==> config.mk <==
export PLATFORM = sky130hd
export DESIGN_NAME = seq_mult_booth_flat
export DESIGN_NICKNAME = d
export VERILOG_FILES = /design/src/rtl/seq_mult_booth_pkg.sv /design/src/rtl/seq_mult_booth_if.sv /design/src/rtl/seq_mult_booth_step.sv /design/src/rtl/seq_mult_booth.sv /design/src/flat_wrapper.sv
export SDC_FILE = /design/constraint.sdc
export NUM_CORES = 1
export LEC_CHECK = 0
export ABC_AREA = 1
export BUFFER_PORTS_ARGS = -buffer_cell sky130_fd_sc_hd__buf_2
export CELL_PAD_IN_SITES_DETAIL_PLACEMENT = 0
export CELL_PAD_IN_SITES_GLOBAL_PLACEMENT = 1
export CORE_ASPECT_RATIO = 1.2
export CORE_UTILIZATION = 42
export DETAILED_ROUTE_END_ITERATION = 10
export GPL_TIMING_DRIVEN = 1
export PLACE_DENSITY_LB_ADDON = 0.1
export SYNTH_ARGS = -nofsm -noshare
export SYNTH_HDL_FRONTEND = slang
export SYNTH_SLANG_ARGS = --single-unit
export TNS_END_PERCENT = 5
==> constraint.sdc <==
create_clock -name clock -period 2.7 [get_ports clock]
set_input_delay 0.54 -clock clock [delete_from_list [all_inputs] [get_ports clock]]
set_output_delay 0.54 -clock clock [all_outputs]
set_load 0.02 [all_outputs]
==> src/rtl/seq_mult_booth_pkg.sv <==
// Shared types for the radix-2 Booth sequential multiplier:
// controller state encoding, Booth operation codes and the recoding helper.
package seq_mult_pkg;

    // One-hot controller states
    typedef enum logic [2:0] {
        IDLE = 3'b001,
        RUN  = 3'b010,
        DONE = 3'b100
    } state_t;

    // Accumulator action selected by the Booth recoder
    typedef enum logic [1:0] {
        BOOTH_NOP = 2'd0,
        BOOTH_ADD = 2'd1,
        BOOTH_SUB = 2'd2
    } booth_op_t;

    // Radix-2 Booth recoding of the pair {Q[0], q_-1}
    function automatic booth_op_t booth_decode(input logic [1:0] pair);
        booth_op_t op;
        case (pair)
            2'b10:   op = BOOTH_SUB;
            2'b01:   op = BOOTH_ADD;
            default: op = BOOTH_NOP;
        endcase
        return op;
    endfunction

endpackage

==> src/rtl/seq_mult_booth_if.sv <==
// Operand/result handshake bundle of the sequential Booth multiplier.
// The multiplier is the slave; the producer/consumer side is the master.
interface seq_mult_booth_if #(
    parameter int WIDTH = 8
);
    logic                 in_valid;
    logic                 in_ready;
    logic [WIDTH-1:0]     multiplicand;
    logic [WIDTH-1:0]     multiplier;
    logic                 is_signed;
    logic                 out_valid;
    logic                 out_ready;
    logic [2*WIDTH-1:0]   product;
    logic                 busy;

    modport master (
        output in_valid, multiplicand, multiplier, is_signed, out_ready,
        input  in_ready, out_valid, product, busy
    );

    modport slave (
        input  in_valid, multiplicand, multiplier, is_signed, out_ready,
        output in_ready, out_valid, product, busy
    );

endinterface

==> src/rtl/seq_mult_booth_step.sv <==
// One radix-2 Booth iteration: conditional add/subtract of the extended
// multiplicand into the accumulator, then arithmetic right shift of
// {A, Q, q_-1}. The accumulator is two bits wider than an operand so the
// add/subtract cannot overflow for any operand in either mode.
module seq_mult_booth_step
    import seq_mult_pkg::*;
#(
    parameter int WIDTH = 8
) (
    input  logic [WIDTH+1:0] acc,
    input  logic [WIDTH:0]   q,
    input  logic             q_m1,
    input  logic [WIDTH:0]   m_ext,
    output logic [WIDTH+1:0] acc_next,
    output logic [WIDTH:0]   q_next,
    output logic             q_m1_next
);

    logic [WIDTH+1:0] m_wide_s;
    logic [WIDTH+1:0] sum_s;
    booth_op_t        op_s;

    assign m_wide_s = {m_ext[WIDTH], m_ext};
    assign op_s     = booth_decode({q[0], q_m1});

    // Add, subtract or pass the accumulator according to the Booth pair
    always_comb begin
        sum_s = acc;
        case (op_s)
            BOOTH_ADD: sum_s = acc + m_wide_s;
            BOOTH_SUB: sum_s = acc - m_wide_s;
            BOOTH_NOP: sum_s = acc;
            default:   sum_s = acc;
        endcase
    end

    // Arithmetic right shift of the concatenation {A, Q, q_-1}
    always_comb begin
        acc_next  = {sum_s[WIDTH+1], sum_s[WIDTH+1:1]};
        q_next    = {sum_s[0], q[WIDTH:1]};
        q_m1_next = q[0];
    end

endmodule

==> src/rtl/seq_mult_booth.sv <==
// Iterative WIDTH x WIDTH -> 2*WIDTH multiplier, one Booth step per cycle.
// Operands are widened to WIDTH+1 bits (sign- or zero-extended per
// is_signed) so one signed Booth datapath serves both modes; WIDTH+1 steps
// later the low 2*WIDTH bits of {A, Q} hold the exact product.
module seq_mult_booth
    import seq_mult_pkg::*;
#(
    parameter int WIDTH = 8
) (
    input  logic           clock,
    input  logic           reset_n,
    seq_mult_booth_if.slave bus
);

    localparam int CNT_W = $clog2(WIDTH + 2);
    localparam logic [CNT_W-1:0] CNT_LOAD = CNT_W'(WIDTH + 1);
    localparam logic [CNT_W-1:0] CNT_LAST = CNT_W'(1);

    state_t               state_r;
    state_t               state_n_s;
    logic                 load_s;
    logic                 step_s;
    logic [CNT_W-1:0]     cnt_r;
    logic [WIDTH:0]       m_r;
    logic [WIDTH+1:0]     acc_r;
    logic [WIDTH:0]       q_r;
    logic                 qm1_r;
    logic [2*WIDTH-1:0]   product_r;
    logic [WIDTH:0]       m_load_s;
    logic [WIDTH:0]       q_load_s;
    logic [WIDTH+1:0]     acc_n_s;
    logic [WIDTH:0]       q_n_s;
    logic                 qm1_n_s;

    seq_mult_booth_step #(
        .WIDTH(WIDTH)
    ) u_step (
        .acc       (acc_r),
        .q         (q_r),
        .q_m1      (qm1_r),
        .m_ext     (m_r),
        .acc_next  (acc_n_s),
        .q_next    (q_n_s),
        .q_m1_next (qm1_n_s)
    );

    // Handshake and status; in_ready held low while reset is asserted
    assign bus.in_ready  = reset_n &
                           ((state_r == IDLE) | ((state_r == DONE) & bus.out_ready));
    assign bus.out_valid = (state_r == DONE);
    assign bus.busy      = (state_r == RUN) | (state_r == DONE);
    assign bus.product   = product_r;

    // Operand widening; the mode is folded into the extension bit here
    always_comb begin
        if (bus.is_signed) begin
            m_load_s = {bus.multiplicand[WIDTH-1], bus.multiplicand};
            q_load_s = {bus.multiplier[WIDTH-1], bus.multiplier};
        end else begin
            m_load_s = {1'b0, bus.multiplicand};
            q_load_s = {1'b0, bus.multiplier};
        end
    end

    // Controller next-state, operand load and step enables
    always_comb begin
        state_n_s = state_r;
        load_s    = 1'b0;
        step_s    = 1'b0;
        case (state_r)
            IDLE: begin
                if (bus.in_valid) begin
                    state_n_s = RUN;
                    load_s    = 1'b1;
                end else begin
                    state_n_s = IDLE;
                end
            end
            RUN: begin
                step_s = 1'b1;
                if (cnt_r == CNT_LAST) begin
                    state_n_s = DONE;
                end else begin
                    state_n_s = RUN;
                end
            end
            DONE: begin
                if (bus.out_ready) begin
                    if (bus.in_valid) begin
                        state_n_s = RUN;
                        load_s    = 1'b1;
                    end else begin
                        state_n_s = IDLE;
                    end
                end else begin
                    state_n_s = DONE;
                end
            end
            default: begin
                state_n_s = IDLE;
            end
        endcase
    end

    // Controller state register
    always_ff @(posedge clock or negedge reset_n) begin
        if (!reset_n) begin
            state_r <= IDLE;
        end else begin
            state_r <= state_n_s;
        end
    end

    // Booth datapath, step counter and registered product
    always_ff @(posedge clock or negedge reset_n) begin
        if (!reset_n) begin
            cnt_r     <= '0;
            m_r       <= '0;
            acc_r     <= '0;
            q_r       <= '0;
            qm1_r     <= 1'b0;
            product_r <= '0;
        end else if (load_s) begin
            cnt_r <= CNT_LOAD;
            m_r   <= m_load_s;
            acc_r <= '0;
            q_r   <= q_load_s;
            qm1_r <= 1'b0;
        end else if (step_s) begin
            cnt_r <= cnt_r - CNT_LAST;
            acc_r <= acc_n_s;
            q_r   <= q_n_s;
            qm1_r <= qm1_n_s;
            if (cnt_r == CNT_LAST) begin
                product_r <= {acc_n_s[WIDTH-2:0], q_n_s};
            end else begin
                product_r <= product_r;
            end
        end else begin
            cnt_r <= cnt_r;
        end
    end

endmodule

==> src/flat_wrapper.sv <==
// flat-port wrapper written by rule: the top's interface ports become plain ports
module seq_mult_booth_flat import seq_mult_pkg::*;
#(
    parameter int WIDTH = 8
)
  (clock, reset_n, bus_in_valid, bus_multiplicand, bus_multiplier, bus_is_signed, bus_out_ready, bus_in_ready, bus_out_valid, bus_product, bus_busy);
  seq_mult_booth_if #(.WIDTH(WIDTH)) bus_i ();
  input  logic clock;
  input  logic reset_n;
  input wire logic [$bits(bus_i.in_valid)-1:0] bus_in_valid;
  input wire logic [$bits(bus_i.multiplicand)-1:0] bus_multiplicand;
  input wire logic [$bits(bus_i.multiplier)-1:0] bus_multiplier;
  input wire logic [$bits(bus_i.is_signed)-1:0] bus_is_signed;
  input wire logic [$bits(bus_i.out_ready)-1:0] bus_out_ready;
  output wire logic [$bits(bus_i.in_ready)-1:0] bus_in_ready;
  output wire logic [$bits(bus_i.out_valid)-1:0] bus_out_valid;
  output wire logic [$bits(bus_i.product)-1:0] bus_product;
  output wire logic [$bits(bus_i.busy)-1:0] bus_busy;
  assign bus_i.in_valid = bus_in_valid;
  assign bus_i.multiplicand = bus_multiplicand;
  assign bus_i.multiplier = bus_multiplier;
  assign bus_i.is_signed = bus_is_signed;
  assign bus_i.out_ready = bus_out_ready;
  assign bus_in_ready = bus_i.in_ready;
  assign bus_out_valid = bus_i.out_valid;
  assign bus_product = bus_i.product;
  assign bus_busy = bus_i.busy;
  seq_mult_booth #(.WIDTH(WIDTH)) u_core (.clock(clock), .reset_n(reset_n), .bus(bus_i));
endmodule
==> impl_results.md, run 1 <==
- Outcome: completed
- Synth Cell Area: 2863 um^2
- Total GRT Usage: 19.20%
- Worst EP required: 2.96 ns
- # hold bufs at CTS: 0
- GRT overflow: 0
- Post-DP HPWL: 4703 um
- Num CTS Buffers: 5
- CORE AREA: 6526 um^2
- CTS Buffer Depth: 2
- TritonCTS clock tree: yes
- Combinational group share of total power: 59.5%
- Worst Tran Pin Value: 0.6429 ns
- H-tree levels: 2
- IO Port Bufs: 39
- Most frequent cell after synthesis: nand2_1
- Sequential cell area fraction in the yosys report: 44.62%
- Peak supply drop: 0.4373 mV
- Row cnt: 32
- Hold Fails Final Rpt: 0
- Die ar.: 7152 um^2
- Pwr/cell area: 1298 nW/um^2
- Final clock skew: 0.01055 ns
- Vias: 2352
- GPL Wtd Cong: 0.8483
- Layout cell share with drive strength beyond 1: 16.88%
- Max frequency: 411.2 MHz
- Ant. Diodes: 0
- Critical Path Sink Type: register
- Most frequent cells after synthesis: nand2_1, dfrtp_1, inv_1, o21ai_0, nor2_1
- Clock slew at reported path FFs: 0.10 ns
- Max-slew headroom: 57.14%
- Setup Crit Path Kind: reg -> reg
- Count of flip-flops with a built-in enable after synthesis: 0
- Utilization of the core after routing: 49.39%
- Vias per cell: 4.880
- NetSw: 2.048 mW
- Final period utilization: 90.08%
- Sequential power share: 29.4%
- Die Span Y: 92.44 um
- Final Max Tran Viols: 0
- Die width: 77.37 um
- First-pass GRT wire length: 10740 um
- Synth Instances: 357
- Worst-skew pair later-pin latency: 0.31 ns
- Clock Power Share: 11.1%
- Ys flop type: dfrtp_1
- # IOs: 40
- Initial antenna violation count: 0
- DR WL/cell: 12.93 um
- Worst min-delay path category: in -> reg
- Area growth syn-to-layout: 12.59%
- Root Buffer: clkbuf_8
- TNS Setup: 0 ns
- Routed Wire Length: 6230 um
- CTS sink count: 51
- Seq. cell area: 1277 um^2
- DR pass1 iterations: 4
- Cell taking the most area after synthesis: dfrtp_1
- DR iter-0 viols: 111
- Routed Antenna Nets: 0
- # DRC: 0
- Syn Area/Cell: 8.019 um^2
- Main area contributors after synthesis: dfrtp_1, nand2_1, inv_1
- Final Setup Violations: 0
- Period minus WS final: 2.432 ns
- CP arrival: 2.69 ns
- Starting density of the core: 43.87%
- Hold WS: 0.3970 ns
- Sw Share: 48.93%
- Multi-input gate area: 1333 um^2
- Synth unique cells: 36
- Synth Register Bits: 51
- Syn Nets: 392
- Largest net degree at the start of global routing: 52
- CP startpoint kind: register
- Pleak: 1.726 nW
- Critical Path Fanout Max: 6
- Ys Warns: 0
- # fillers: 661
- Fin nets: 431
- Synth top area share: 43.71%
- Post-CTS setup buffer count: 0
- Vias in the first global route: 2320
- Post-synthesis async set-or-reset flop share: 100.0%
- Internal: 2.137 mW
- Max-Cap Viols: 0
- Unrepaired setup endpoints after global routing: no
sequential cells by signal, indices dropped and copies added, names as in the netlist:
signal,flops
u_core.acc_r,9
u_core.state_r,3
u_core.q_r,9
u_core.m_r,9
u_core.bus.product,16
u_core.cnt_r,4
u_core.qm1_r,1
worst max-delay path, stage by stage (launching register included):
cell and delay [ns]:
dfrtp_1 0.42, inv_1 0.09, ha_1 0.16, nand2_1 0.10
o31ai_2 0.26, xor2_1 0.17, inv_1 0.06, ha_2 0.37
nand2_1 0.08, nor2_1 0.15, nand2_1 0.08, o211ai_1 0.16
nand3_1 0.10, nand3_1 0.08, nand2_1 0.05, inv_1 0.04
layout make-up:
cell class | instances | area share [%]
multi-input combinational | 244 | 41.34
sequential | 51 | 39.64
timing repair buffer | 42 | 6.755
inverter | 52 | 6.134
tap | 85 | 3.300
clock buffer | 5 | 2.135
clock inverter | 3 | 0.6988
per-stage QoR:
| stage | cell area, um^2 | total power [mW] | setup slack, ns | std cells |
|---|---|---|---|---|
| 2_1_floorplan | 2863 | 3.126 | 0.4215 | 357 |
| 3_3_place_gp | 3119 | 3.692 | 0.2261 | 474 |
| 3_5_place_dp | 3119 | 3.718 | 0.2551 | 474 |
| 4_1_cts | 3211 | 4.189 | 0.1999 | 482 |
| 5_1_grt | 3223 | 4.620 | 0.009062 | 482 |
| 6_report | 3223 | 4.185 | 0.2678 | 482 |
power groups by stage:
stage	clock, mW	sequential, mW	combinational, mW
final	0.463	1.23	2.49
after global routing	0.502	1.27	2.85
after CTS	0.477	1.23	2.48
after detailed placement	0	1.24	2.47
after global placement	0	1.24	2.45
after floorplan	0	1.31	1.82
cell usage in the layout (no fill, tap or decap), drive strengths merged, types with 2 or more instances in the layout:
| cell type | n |
|---|---|
| nor3 | 3 |
| o22ai | 4 |
| a21o | 2 |
| clkbuf | 5 |
| a31oi | 4 |
| a21oi | 9 |
| nand2 | 103 |
| nor2 | 23 |
| dfrtp | 50 |
| xor2 | 9 |
| buf | 42 |
| nand3 | 14 |
| a22oi | 2 |
| o21ai | 42 |
| inv | 54 |
| o221ai | 6 |
| ha | 13 |
| nand4 | 3 |
layer usage:
metal  GRT usage, %  share of wire, %  vias to the layer above
li1               -                 -                     1232
met1          24.75                49                     1083
met2          32.82                47                       31
met3          3.448               2.6                        6
met4          5.503               1.0                        0
met5              0                 0                        -
cells by family (layout without fill, tap and decap cells):
kind of cell / Yosys count / in the layout / share of synthesized area, %
AND/OR/NAND/NOR: 148 / 148 / 21.63
AO/OA/AOI/OAI: 72 / 72 / 14.99
buffers and inverters: 62 / 102 / 9.266
flip-flops: 51 / 51 / 44.62
adder cells (fa/ha/maj): 14 / 14 / 6.381
XOR/XNOR: 9 / 9 / 2.754
multiplexers: 1 / 1 / 0.3497
final timing paths:
| kind | start | endpoint | slack, ns | cells after the start |
|---|---|---|---|---|
| worst max-delay path | u_core.m_r[0] | u_core.acc_r[8] | 0.27 | 15 |
| worst min-delay path | bus_in_valid | u_core.state_r[0] | 0.40 | 2 |
| worst max register to register | u_core.m_r[0] | u_core.acc_r[8] | 0.27 | 15 |
| worst min register to register | u_core.bus.product[9] | u_core.bus.product[9] | 0.47 | 2 |
| max in group asynchronous | reset_n | u_core.bus.product[5] | 1.87 | 2 |
| min in group asynchronous | reset_n | u_core.q_r[6] | 0.42 | 2 |
repair_timing:
action | in CTS | in global routing
setup endpoints to repair | 0 | 4
hold endpoints to repair | 0 | 0
gates resized for setup | 0 | 5
Power figures use the tool's default switching activity.
==> inputs of run 2 (changes only) <==
--- a/config.mk
+++ b/config.mk
@@ -12,3 +12,4 @@
 export CORE_ASPECT_RATIO = 1.2
-export CORE_UTILIZATION = 42
+export CORE_UTILIZATION = 44
+export CTS_BUF_LIST = sky130_fd_sc_hd__clkbuf_2
 export DETAILED_ROUTE_END_ITERATION = 10
--- a/constraint.sdc
+++ b/constraint.sdc
@@ -3,2 +3,2 @@
 set_output_delay 0.54 -clock clock [all_outputs]
-set_load 0.02 [all_outputs]
+set_load 0.05 [all_outputs]
==> run 2 against run 1 <==
Via count decreased by 0.34%. Worst setup slack got worse by 0.013 ns. Total power increased by 4.2%. Non-clock buffer count increased by 3. Sequential power about the same. Critical path type unchanged. Largest cell class unchanged. Largest power group unchanged.
==> impl_results.md, run 2 (same netlist as run 1, synthesis figures left out) <==
- TritonCTS clock tree: yes
- TNS Setup: 0 ns
- Die ar.: 6834 um^2
- Ant. Diodes: 0
- Largest net degree at the start of global routing: 52
- CP max stage cell: dfrtp_1
- Worst path max stage delay: 0.43 ns
- # hold bufs at CTS: 0
- Fin nets: 434
- Area growth syn-to-layout: 12.33%
- Die Span Y: 90.36 um
- # DRC: 0
- CORE AREA: 6167 um^2
- Max FFs per register: 16
- Pleak: 1.723 nW
- DR iter-0 viols: 165
- Final clock skew: 0.01643 ns
- Routed Antenna Nets: 0
- Layout cell share with drive strength beyond 1: 18.00%
- Worst min-delay path category: in -> async
- Row cnt: 31
- Worst Tran Pin Value: 0.6371 ns
- CTS Buffer Depth: 2
- Peak supply drop: 0.4991 mV
- Inst Count DP: 471
- CTS sink count: 51
- Max frequency: 408.9 MHz
- # IOs: 40
- Max-Cap Viols: 0
- Most common cell after layout, fill and taps aside: nand2_1
- DR WL/cell: 12.85 um
- # fillers: 629
- Die width: 75.64 um
- Period minus WS final: 2.445 ns
- Hold Fails Final Rpt: 0
- Commonest non-fill, non-tap cells in the layout: nand2_1, inv_1, dfrtp_1
- Max-slew headroom: 57.53%
- Final Max Tran Viols: 0
- Critical Path Sink Type: register
- Final period utilization: 90.57%
- IO Port Bufs: 39
- Vias in the first global route: 2276
- First-pass GRT wire length: 10470 um
- GRT overflow: 0
- Post-DP HPWL: 4598 um
- Starting density of the core: 46.42%
- DR pass1 iterations: 4
- Final Setup Violations: 0
- Routed Wire Length: 6193 um
- GPL Wtd Cong: 0.8713
- Total GRT Usage: 19.85%
- Worst EP required: 3.09 ns
- H-tree levels: 2
- Vias per cell: 4.863
- Worst-skew pair later-pin latency: 0.45 ns
- Initial antenna violation count: 0
- Root Buffer: clkbuf_2
- Vias: 2344
- CP arrival: 2.84 ns
- Num CTS Buffers: 5
- Setup Crit Path Kind: reg -> reg
- Critical path, cell by cell: inv_1, ha_1, nand2_1, inv_1, o21ai_0, o21ai_1, ha_1, nand2_1, nand3_1, nand2_1, nand2_1, o21ai_0, nand2_1, nand2_1, nand2_1
- Critical Path Fanout Max: 5
- Pwr/cell area: 1356 nW/um^2
- Most used cell, CP: nand2_1
- CP startpoint kind: register
- Outcome: completed
- Non-Filler Instances: 482
- Clock slew at reported path FFs: 0.29 ns
-- run 2: cell count changes in the layout (fill, tap and decap cells not counted) --
cell        delta
ha_4           +1
a21oi_1        -1
clkinvlp_4     +1
clkbuf_2       +5
o21ai_1        +1
buf_4          +3
clkbuf_8       -5
ha_1           -1
inv_6          -2
o21ai_0        -1
a21oi_2        +1
inv_8          +1
-- run 2: metrics by stage --
stage / area [um^2] / power, mW / setup slack, ns / hold WS (ns) / utilization [%]
2_1_floorplan: 2863 / 3.322 / 0.1417 / 0.2444 / -
3_3_place_gp: 3115 / 3.891 / 0.2282 / 0.4518 / 50.52
3_5_place_dp: 3115 / 3.914 / 0.2624 / 0.4560 / 50.52
4_1_cts: 3164 / 4.257 / 0.2204 / 0.2014 / 51.31
5_1_grt: 3216 / 4.832 / -0.02259 / 0.2020 / 52.14
6_report: 3216 / 4.362 / 0.2545 / 0.1898 / 52.14
-- run 2: worst paths after layout --
check / start / to / slack (ns) / depth (start not counted)
setup reg to reg: u_core.m_r[0] / u_core.acc_r[4] / 0.25 / 15
setup / recovery: u_core.m_r[0] / u_core.acc_r[4] / 0.25 / 15
min in group clock: bus_in_valid / u_core.state_r[0] / 0.22 / 2
hold / removal: reset_n / u_core.bus.product[3] / 0.19 / 2
hold reg to reg: u_core.bus.product[9] / u_core.bus.product[9] / 0.51 / 2
max in group asynchronous: reset_n / u_core.m_r[7] / 2.07 / 2
-- run 2: worst max-delay path, delay by kind of cell, from the launching register on --
| family | cells | cell delay, ns |
|---|---|---|
| buffers and inverters | 2 | 0.14 |
| and+or+nand+nor | 8 | 0.73 |
| adders and majority gates | 2 | 0.58 |
| DFF | 1 | 0.43 |
| AOI/OAI and AO/OA | 3 | 0.54 |
-- run 2: layout make-up --
class / instances / area [um^2] / area share [%]
multi-input cells: 244 / 1349 / 41.95
flip-flops and latches: 51 / 1277 / 39.73
repair buffers: 45 / 240.2 / 7.471
inverters: 52 / 197.7 / 6.148
well taps: 82 / 102.6 / 3.191
clock buffers: 5 / 25.02 / 0.7782
clock inverters: 3 / 23.77 / 0.7393
-- run 2: power breakdown --
group,internal (mW),switching [mW]
sequential,1.06,0.174
combinational,0.957,1.83
clock,0.0691,0.272
total,2.08,2.28
-- run 2: what timing repair did --
item	in CTS	in global routing
setup buffers	0	3
resized for setup	0	9
setup endpoints to repair	0	7
-- run 2: per-layer routing --
layer  vias up  wire (um)  global-route usage [%]  share of wire, %
met2        36       2890                   32.44                47
met1      1065       3089                   26.90                50
met3         6        150                   3.237               2.4
met5         -          0                       0                 0
met4         0         63                   5.093               1.0
li1       1237          -                       -                 -
==> inputs of run 3 (changes only) <==
GPL_ROUTABILITY_DRIVEN = 0   (was not set)
RECOVER_POWER = 100   (was not set)
==> run 3 against run 2 <==
Cell area fell by 2.1%. Highest routed layer unchanged. Sequential power hardly changed. Critical path type unchanged. Via count grew 0.34%. Critical path depth unchanged. Clock power hardly changed. Worst hold slack better by 0.028 ns. Maximum frequency is essentially flat.
==> impl_results.md, run 3 (same netlist as run 1, synthesis figures left out) <==
- Reg2reg start: u_core.m_r[0]
- Die width: 75.64 um
- Final Max Tran Viols: 0
- Met2 wire len: 2854 um
- Hold Fails Final Rpt: 0
- Clock slew at reported path FFs: 0.28 ns
- Non-Filler Instances: 482
- Hold-critical path depth: 2
- HP Start: bus_in_valid
- H-tree levels: 2
- Metal1 wirelength: 3137 um
- Max-slew headroom: 16.86%
- CORE AREA: 6167 um^2
- Most common cell after layout, fill and taps aside: nand2_1
- Pleak: 1.638 nW
- CP startpoint kind: register
- Worst EP required: 3.10 ns
- # DRC: 0
- Inst Count DP: 471
- Final Setup Violations: 0
- Fin nets: 434
- DR WL/cell: 12.94 um
- Vias in the first global route: 2276
- TritonCTS clock tree: yes
- Hold Path End: u_core.state_r[0]
- Final period utilization: 90.56%
- Setup Crit Path Kind: reg -> reg
- Largest net degree at the start of global routing: 52
- Total GRT Usage: 19.85%
- IO Port Bufs: 39
- Path depth of the worst reg2reg path: 15
- Outcome: completed
- Num CTS Buffers: 5
- # fillers: 644
- Peak supply drop: 0.4989 mV
- Vias: 2352
- Critical Path Fanout Max: 5
- DR iter-0 viols: 178
- CP arrival: 2.84 ns
- Routed Wire Length: 6236 um
- Routed Antenna Nets: 0
- Final clock skew: 0.01084 ns
- GRT overflow: 0
- CTS sink count: 51
- Critical Path Sink Type: register
- Vias per cell: 4.880
- Post-DP HPWL: 4598 um
- Layout cell share with drive strength beyond 1: 10.75%
- Commonest non-fill, non-tap cells in the layout: nand2_1, inv_1, dfrtp_1
- Worst min-delay path category: in -> reg
- CTS Buffer Depth: 2
- Pwr/cell area: 1364 nW/um^2
- # IOs: 40
- Root Buffer: clkbuf_2
- Die ar.: 6834 um^2
- Starting density of the core: 46.42%
- Area growth syn-to-layout: 9.921%
- DR pass1 iterations: 4
- Worst-skew pair later-pin latency: 0.45 ns
- RR Endpoint: u_core.acc_r[4]
- DR top layer: met4
- Metal3 WL: 176 um
- First-pass GRT wire length: 10470 um
- Row cnt: 31
- Initial antenna violation count: 0
- Max frequency: 409.0 MHz
- Max-Cap Viols: 0
- Period minus WS final: 2.445 ns
- Ant. Diodes: 0
- Die Span Y: 90.36 um
- Max FFs per register: 16
- Utilization of the core after routing: 51.02%
- Worst Tran Pin Value: 1.247 ns
- Flop-to-flop setup slack: 0.25 ns
-- run 3: critical path, stage by stage (launching register included) --
cell	delay (ns)
dfrtp_1	0.43
inv_1	0.07
ha_1	0.20
nand2_1	0.11
inv_1	0.07
o21ai_0	0.20
o21ai_1	0.15
ha_1	0.38
nand2_1	0.15
nand3_1	0.12
nand2_1	0.07
nand2_1	0.06
o21ai_0	0.19
nand2_1	0.09
nand2_1	0.06
nand2_1	0.05
-- run 3: power breakdown --
group          switching [mW]  internal, mW
sequential              0.172          1.05
combinational            1.80         0.921
clock                   0.273        0.0691
total                    2.25          2.04
-- run 3: how the worst max path moves through the flow --
| stage | startpoint | endpoint | slack, ns | depth (start not counted) |
|---|---|---|---|---|
| 3_3_place_gp | u_core.m_r[2] | u_core.bus.product[14] | 0.23 | 14 |
| 4_1_cts | u_core.m_r[0] | u_core.acc_r[8] | 0.22 | 15 |
| 5_1_grt | u_core.m_r[0] | u_core.acc_r[8] | -0.02 | 18 |
| 2_1_floorplan | u_core.state_r[2] | bus_in_ready | 0.14 | 6 |
| 6_report | u_core.m_r[0] | u_core.acc_r[4] | 0.25 | 15 |
| 3_5_place_dp | u_core.m_r[0] | u_core.acc_r[8] | 0.26 | 15 |
-- run 3: per-layer routing --
metal / track usage, % / up-vias
li1: - / 1238
met1: 26.90 / 1063
met2: 32.44 / 44
met3: 3.237 / 7
met4: 5.093 / 0
met5: 0 / -
-- run 3: what timing repair did --
action	in CTS	in global routing
hold endpoints to repair	0	0
buffers inserted	0	3
gates resized for setup	0	9
endpoints found under the setup margin	0	7
hold buffers	0	0
-- run 3: stage by stage --
| stage | TNS [ns] | hold slack (ns) | instance area [um^2] | setup slack, ns | power, mW |
|---|---|---|---|---|---|
| floorplan | 0 | 0.2444 | 2863 | 0.1417 | 3.322 |
| global placement | 0 | 0.4518 | 3115 | 0.2282 | 3.891 |
| detailed placement | 0 | 0.4560 | 3115 | 0.2624 | 3.914 |
| CTS | 0 | 0.2014 | 3164 | 0.2204 | 4.257 |
| global route | -0.02259 | 0.2290 | 3147 | -0.02259 | 4.766 |
| finish | 0 | 0.2174 | 3147 | 0.2549 | 4.291 |
-- run 3: area by class of cell --
cell class / instances / area (um^2) / area share, %
Multi-Input combinational cell: 244 / 1305 / 41.47
Clock inverter: 3 / 23.77 / 0.7555
Timing Repair Buffer: 45 / 215.2 / 6.839
Clock buffer: 5 / 25.02 / 0.7952
Inverter: 52 / 197.7 / 6.282
Sequential cell: 51 / 1277 / 40.60
Tap cell: 82 / 102.6 / 3.260
